`src/rtl/sb_hazard_unit.sv`:
```
// sb_hazard_unit: scoreboard RAW stall / bypass-select unit tracking per-register writer age and result latency.
// Defining SB_HAZARD_STATS_EN adds the stall_cnt / byp_cnt performance counters.
module sb_hazard_unit #(
    parameter int NREGS = 32,
    parameter int NBYP  = 3,
    parameter int AW    = $clog2(NREGS),
    parameter int BSW   = $clog2(NBYP + 1)
) (
    input  logic           clk,
    input  logic           rst,
    input  logic           val_D,
    input  logic           rs1_en_D,
    input  logic [AW-1:0]  rs1_D,
    input  logic           rs2_en_D,
    input  logic [AW-1:0]  rs2_D,
    input  logic           rd_wen_D,
    input  logic [AW-1:0]  rd_D,
    input  logic [BSW-1:0] lat_D,
    input  logic           squash_D,
    input  logic           freeze,
    output logic           stall_D,
    output logic [BSW-1:0] op1_byp_sel_D,
    output logic [BSW-1:0] op2_byp_sel_D,
    output logic           issue_D,
    output logic           busy
`ifdef SB_HAZARD_STATS_EN
    ,
    output logic [31:0]    stall_cnt,
    output logic [31:0]    byp_cnt
`endif
);
    logic [BSW-1:0] age [NREGS];
    logic [BSW-1:0] lat [NREGS];
    logic [BSW-1:0] lat_n, age1, age2;
    logic haz1, haz2, nr1, nr2, wr;

    assign lat_n = (lat_D == '0) ? BSW'(1) : (lat_D > BSW'(NBYP)) ? BSW'(NBYP) : lat_D;
    assign age1 = age[rs1_D];
    assign age2 = age[rs2_D];
    assign haz1 = val_D & rs1_en_D & (rs1_D != '0) & (age1 != '0);
    assign haz2 = val_D & rs2_en_D & (rs2_D != '0) & (age2 != '0);
    assign nr1 = haz1 & (age1 < lat[rs1_D]);
    assign nr2 = haz2 & (age2 < lat[rs2_D]);
    assign stall_D = val_D & (nr1 | nr2);
    assign op1_byp_sel_D = (haz1 & ~stall_D) ? age1 : '0;
    assign op2_byp_sel_D = (haz2 & ~stall_D) ? age2 : '0;
    assign issue_D = val_D & ~stall_D & ~squash_D & ~freeze;
    assign wr = issue_D & rd_wen_D & (rd_D != '0);

    // x0 is never tracked: entry 0 only ever sees the reset value
    always_ff @(posedge clk or posedge rst) begin
        if (rst) begin
            for (int r = 0; r < NREGS; r++) begin
                age[r] <= '0;
                lat[r] <= '0;
            end
        end else if (!freeze) begin
            for (int r = 1; r < NREGS; r++) begin
                if (wr && rd_D == AW'(r)) begin
                    age[r] <= BSW'(1);
                    lat[r] <= lat_n;
                end else if (age[r] == BSW'(NBYP)) age[r] <= '0;
                else if (age[r] != '0) age[r] <= age[r] + BSW'(1);
            end
        end
    end

    always_comb begin
        busy = 1'b0;
        for (int r = 1; r < NREGS; r++) busy = busy | (age[r] != '0);
    end

`ifdef SB_HAZARD_STATS_EN
    always_ff @(posedge clk or posedge rst) begin
        if (rst) begin
            stall_cnt <= '0;
            byp_cnt   <= '0;
        end else begin
            if (val_D & stall_D & ~squash_D & ~freeze) stall_cnt <= stall_cnt + 32'd1;
            if (issue_D & ((op1_byp_sel_D != '0) | (op2_byp_sel_D != '0))) byp_cnt <= byp_cnt + 32'd1;
        end
    end
`endif
endmodule

```
`config.mk`:
```
export PLATFORM = sky130hd
export DESIGN_NAME = sb_hazard_unit
export DESIGN_NICKNAME = d
export VERILOG_FILES = /design/src/rtl/sb_hazard_unit.sv
export SDC_FILE = /design/constraint.sdc
export NUM_CORES = 1
export LEC_CHECK = 0
export CAP_MARGIN = 10
export CELL_PAD_IN_SITES_DETAIL_PLACEMENT = 2
export CELL_PAD_IN_SITES_GLOBAL_PLACEMENT = 2
export CORE_UTILIZATION = 40
export CTS_CLUSTER_SIZE = 28
export DETAILED_ROUTE_END_ITERATION = 16
export PLACE_DENSITY_LB_ADDON = 0.1
export SETUP_SLACK_MARGIN = 0.1
export SYNTH_ARGS = -nofsm -noshare
export SYNTH_HDL_FRONTEND = slang
export SYNTH_SLANG_ARGS = --single-unit
```
`constraint.sdc`:
```
create_clock -name clk -period 4.5 [get_ports clk]
set_clock_uncertainty 0.2 [all_clocks]
set_input_delay 0.675 -clock clk [delete_from_list [all_inputs] [get_ports clk]]
set_output_delay 0.675 -clock clk [all_outputs]
set_load 0.01 [all_outputs]
```
==> flow_metrics.env <==
export IMPL_maxClockFrequency_mhz=235
export IMPL_critPathTopFamily="multiplexers"
export IMPL_grt_first_pass_wirelength_mm=52.8
export IMPL_grt_usage=0.304
export IMPL_ir_drop_uv=244
export IMPL_synth_top_family_by_area="multiplexers"
export IMPL_r2r_slack_ns=0.83
export IMPL_ff2ff_path_depth=12
export IMPL_coreArea_sq_um=22100
export IMPL_rsz0062_at_grt="no"
export IMPL_cts_buffer_depth=2
export IMPL_io_buffers=31
export IMPL_tightest_slew_ns=1.02
export IMPL_min_path_cells=1
export IMPL_max_stage_delay_ns=0.53
export IMPL_antennaDiodeCount=0
export IMPL_cap_violations=0
export IMPL_worstPathCellList="clkbuf_4 -> buf_12 -> mux4_2 -> mux4_2 -> mux2i_1 -> ha_1 -> inv_1 -> a31oi_1 -> o22a_2 -> buf_12 -> and2_1 -> dlygate4sd2_1"
export IMPL_cts_sinks=124
export IMPL_hpwl_mm=24.8
export IMPL_viasPerCell=5.94
export IMPL_ys_seq_area_frac=0.341
export IMPL_hold_violations=0
export IMPL_nets=1045
export IMPL_cp_data_arrival_time_ns=3.38
export IMPL_cts_tree="done"
export IMPL_start_util=0.412
export IMPL_yosys_warnings=4
export IMPL_endpoint_kind="output port"
export IMPL_reg2reg_to="lat[32]"
export IMPL_synth_fp_nets=956
export IMPL_cts_made_buffers=17
export IMPL_io_pins=32
export IMPL_synthFlopType="dfrtp_1"
export IMPL_relSlewSlack=0.318
export IMPL_gp_congestion=0.892
export IMPL_die_y_um=153
export IMPL_whs_ns=0.327
export IMPL_synth_compound_area_frac=0.0925
export IMPL_post_route_period_util=0.946
export IMPL_dpl_cell_count=1212
export IMPL_ys_ff_latch=124
export IMPL_clk_latency_ns=0.44
export IMPL_dpl_worst_slack_ns=-0.167
export IMPL_drive_gt1_frac=0.225
export IMPL_synthAdderAreaFrac=0.0880
export IMPL_antenna_found_initial=0
export IMPL_wire_per_inst_um=27.2
export IMPL_cp_num_buf_inv=5
export IMPL_synth_xor_area_frac=0
export IMPL_synth_simple_area_share=0.142
export IMPL_criticalPathCategory="primary input to output port"
export IMPL_drc=0
export IMPL_cp_required_ns=3.62
export IMPL_hp_class="flop to flop"
export IMPL_status="complete, no violations"
export IMPL_fin_crit_ns=4.26
export IMPL_fill_cells=2251
export IMPL_vias=7410
export IMPL_static_leakage_power_nw=5.10
export IMPL_crit_path_top_delay_cell="mux4_2"
export IMPL_setup_slack_ns=0.245
export IMPL_die_w_um=153
export IMPL_critPathLaunchType="primary input"
export IMPL_drt_iter0_markers=345
export IMPL_cts_root_buf="clkbuf_16"
export IMPL_die_area_sq_um=23400
export IMPL_drtAntennaViolNets=0
export IMPL_yosys_cell_types_count=56
export IMPL_ys_async_sr_fraction=1.00
export IMPL_whs_endpoint="lat[55]"
export IMPL_grt_max_degree=66
export IMPL_critical_path_startpoint="rs1_D[0]"
export IMPL_syn_area_sq_um=9100
export IMPL_wl_mm=33.9
export IMPL_syn2layout_area_growth_pct=19.6
export IMPL_synth_edff_count=0
export IMPL_first_global_vias=8491
export IMPL_grt_overflow_total=0
export IMPL_timing_rr_start="age[33]"
export IMPL_final_cells=1248
export IMPL_pwr_density_cell_nw_per_um2=527
export IMPL_cts_max_level=4
export IMPL_setup_violations_final=0
export IMPL_crit_fanout=5
export IMPL_synthMuxAreaShare=0.264
export IMPL_min_from="lat[55]"
export IMPL_rows=54
export IMPL_synthCells=867
export IMPL_dr_pass1_iters=4
export IMPL_clk_pin_slew_worst_paths_ns=0.05
export IMPL_slew_viol_final=0
export IMPL_avgSynthCellArea_sq_um=10.5
-- worst max-delay path by stage --
stage | end | slack [ns] | cells past startpoint
2_1_floorplan | op1_byp_sel_D[0] | 0.10 | 15
3_3_place_gp | op1_byp_sel_D[1] | -0.08 | 12
3_5_place_dp | op1_byp_sel_D[1] | -0.17 | 12
4_1_cts | stall_D | 0.15 | 10
5_1_grt | issue_D | 0.12 | 12
6_report | issue_D | 0.24 | 12
-- logic make-up after synthesis --
family                   after synthesis
buffers and inverters                150
AO/OA/AOI/OAI                        136
adder cells (fa/ha/maj)               64
flip-flops                           124
AND/OR/NAND/NOR                      219
multiplexers                         174
-- stage by stage --
step                      utilization  instance area, sq um  setup TNS (ns)  power, mW
after floorplan                     -                  9100               0       3.39
after global placement          0.464                 10200          -0.307       4.00
after detailed placement        0.464                 10200          -0.685       4.35
after CTS                       0.491                 10800               0       5.77
after global routing            0.493                 10900               0       6.10
final                           0.493                 10900               0       5.73
-- layout make-up --
class | instances | area (sq um) | area share
Multi-Input combinational cell | 593 | 5350 | 0.491
Sequential cell | 124 | 3100 | 0.285
Timing Repair Buffer | 120 | 1140 | 0.105
Clock buffer | 20 | 447 | 0.0410
Inverter | 100 | 378 | 0.0347
Tap cell | 280 | 350 | 0.0322
Clock inverter | 11 | 121 | 0.0111
-- synthesized netlist by cell type (2+ instances only) --
master	instances	area share
dfrtp_1	124	0.34
inv_1	99	0.041
ha_1	64	0.088
mux2_1	61	0.075
mux2i_1	51	0.056
nor2_1	48	0.020
mux4_2	44	0.11
a21oi_1	37	0.020
o21ai_0	32	0.018
nor3_1	29	0.016
a31oi_1	25	0.017
and2_1	23	0.016
nand3_2	22	0.024
clkbuf_1	20	0.0082
mux2_2	14	0.017
nand2_1	14	0.0058
buf_2	13	0.0071
or4_1	13	0.011
nand3_1	10	0.0055
nor2b_1	10	0.0069
buf_6	9	0.011
nand2b_1	9	0.0062
nand4_1	9	0.0062
o22ai_1	9	0.0062
or2_1	9	0.0062
and3_1	8	0.0055
buf_1	6	0.0025
mux2_4	4	0.0066
nor4_1	4	0.0027
o211ai_1	4	0.0033
a211o_1	3	0.0029
a221o_1	3	0.0033
a221oi_1	3	0.0029
nand3b_1	3	0.0025
nor3b_1	3	0.0025
a2111oi_0	2	0.0019
a211oi_1	2	0.0016
a22oi_1	2	0.0016
a311o_1	2	0.0022
and3_4	2	0.0025
o2111ai_1	2	0.0019
o311ai_0	2	0.0019
-- cell usage in the layout (no fill, tap or decap), types with 4 or more instances in the layout --
| cell type | count |
|---|---|
| nor2b_1 | 9 |
| buf_4 | 76 |
| ha_1 | 64 |
| a21oi_1 | 37 |
| and2_1 | 23 |
| mux2_4 | 4 |
| inv_1 | 97 |
| nor4_1 | 4 |
| a31oi_1 | 25 |
| mux2_2 | 14 |
| dfrtp_1 | 124 |
| nor2_1 | 47 |
| clkdlybuf4s50_1 | 18 |
| o211ai_1 | 4 |
| nand4_1 | 9 |
| buf_12 | 13 |
| nand2b_1 | 9 |
| o22ai_1 | 9 |
| and3_1 | 8 |
| or2_1 | 9 |
| nand3_2 | 22 |
| nand3_1 | 10 |
| mux2i_1 | 51 |
| o21ai_0 | 31 |
| clkinv_2 | 4 |
| mux4_2 | 44 |
| mux2_1 | 61 |
| nand2_1 | 14 |
| nor3_1 | 29 |
| clkbuf_16 | 18 |
| or4_1 | 13 |
| dlygate4sd2_1 | 7 |
-- worst register-to-register path, stage by stage, from the launching register on --
cell	delay (ns)
dfrtp_1	0.46
mux4_2	0.55
o22ai_1	0.18
nor4_1	0.09
a211oi_2	0.23
inv_1	0.07
ha_1	0.28
a21boi_1	0.16
o22a_2	0.21
buf_12	0.12
buf_4	0.30
and3_1	0.34
mux2_1	0.36
-- power by group --
group	switching [mW]	internal, mW
Combinational	1.26	1.09
Sequential	0.568	1.45
Clock	0.546	0.824
Total	2.37	3.36
-- flip-flops by register name (all words and copies together) (netlist names) --
register	flops
lat	62
age	62
-- metal layers --
layer,up-vias,GRT usage,share of wire
met3,45,0.0428,0.041
met4,0,0.115,0.030
met2,136,0.547,0.52
met5,-,0,0
met1,3902,0.367,0.40
li1,3327,-,-
-- repair_timing --
| action | 4_1_cts | 5_1_grt |
|---|---|---|
| setup buffers | 2 | 2 |
| setup endpoints to repair | 6 | 1 |
| resized for setup | 15 | 4 |
| pin swaps | 2 | 0 |
| cloned | 0 | 1 |
| hold buffers | 0 | 0 |
No activity file was read; power rests on OpenSTA's default activity.
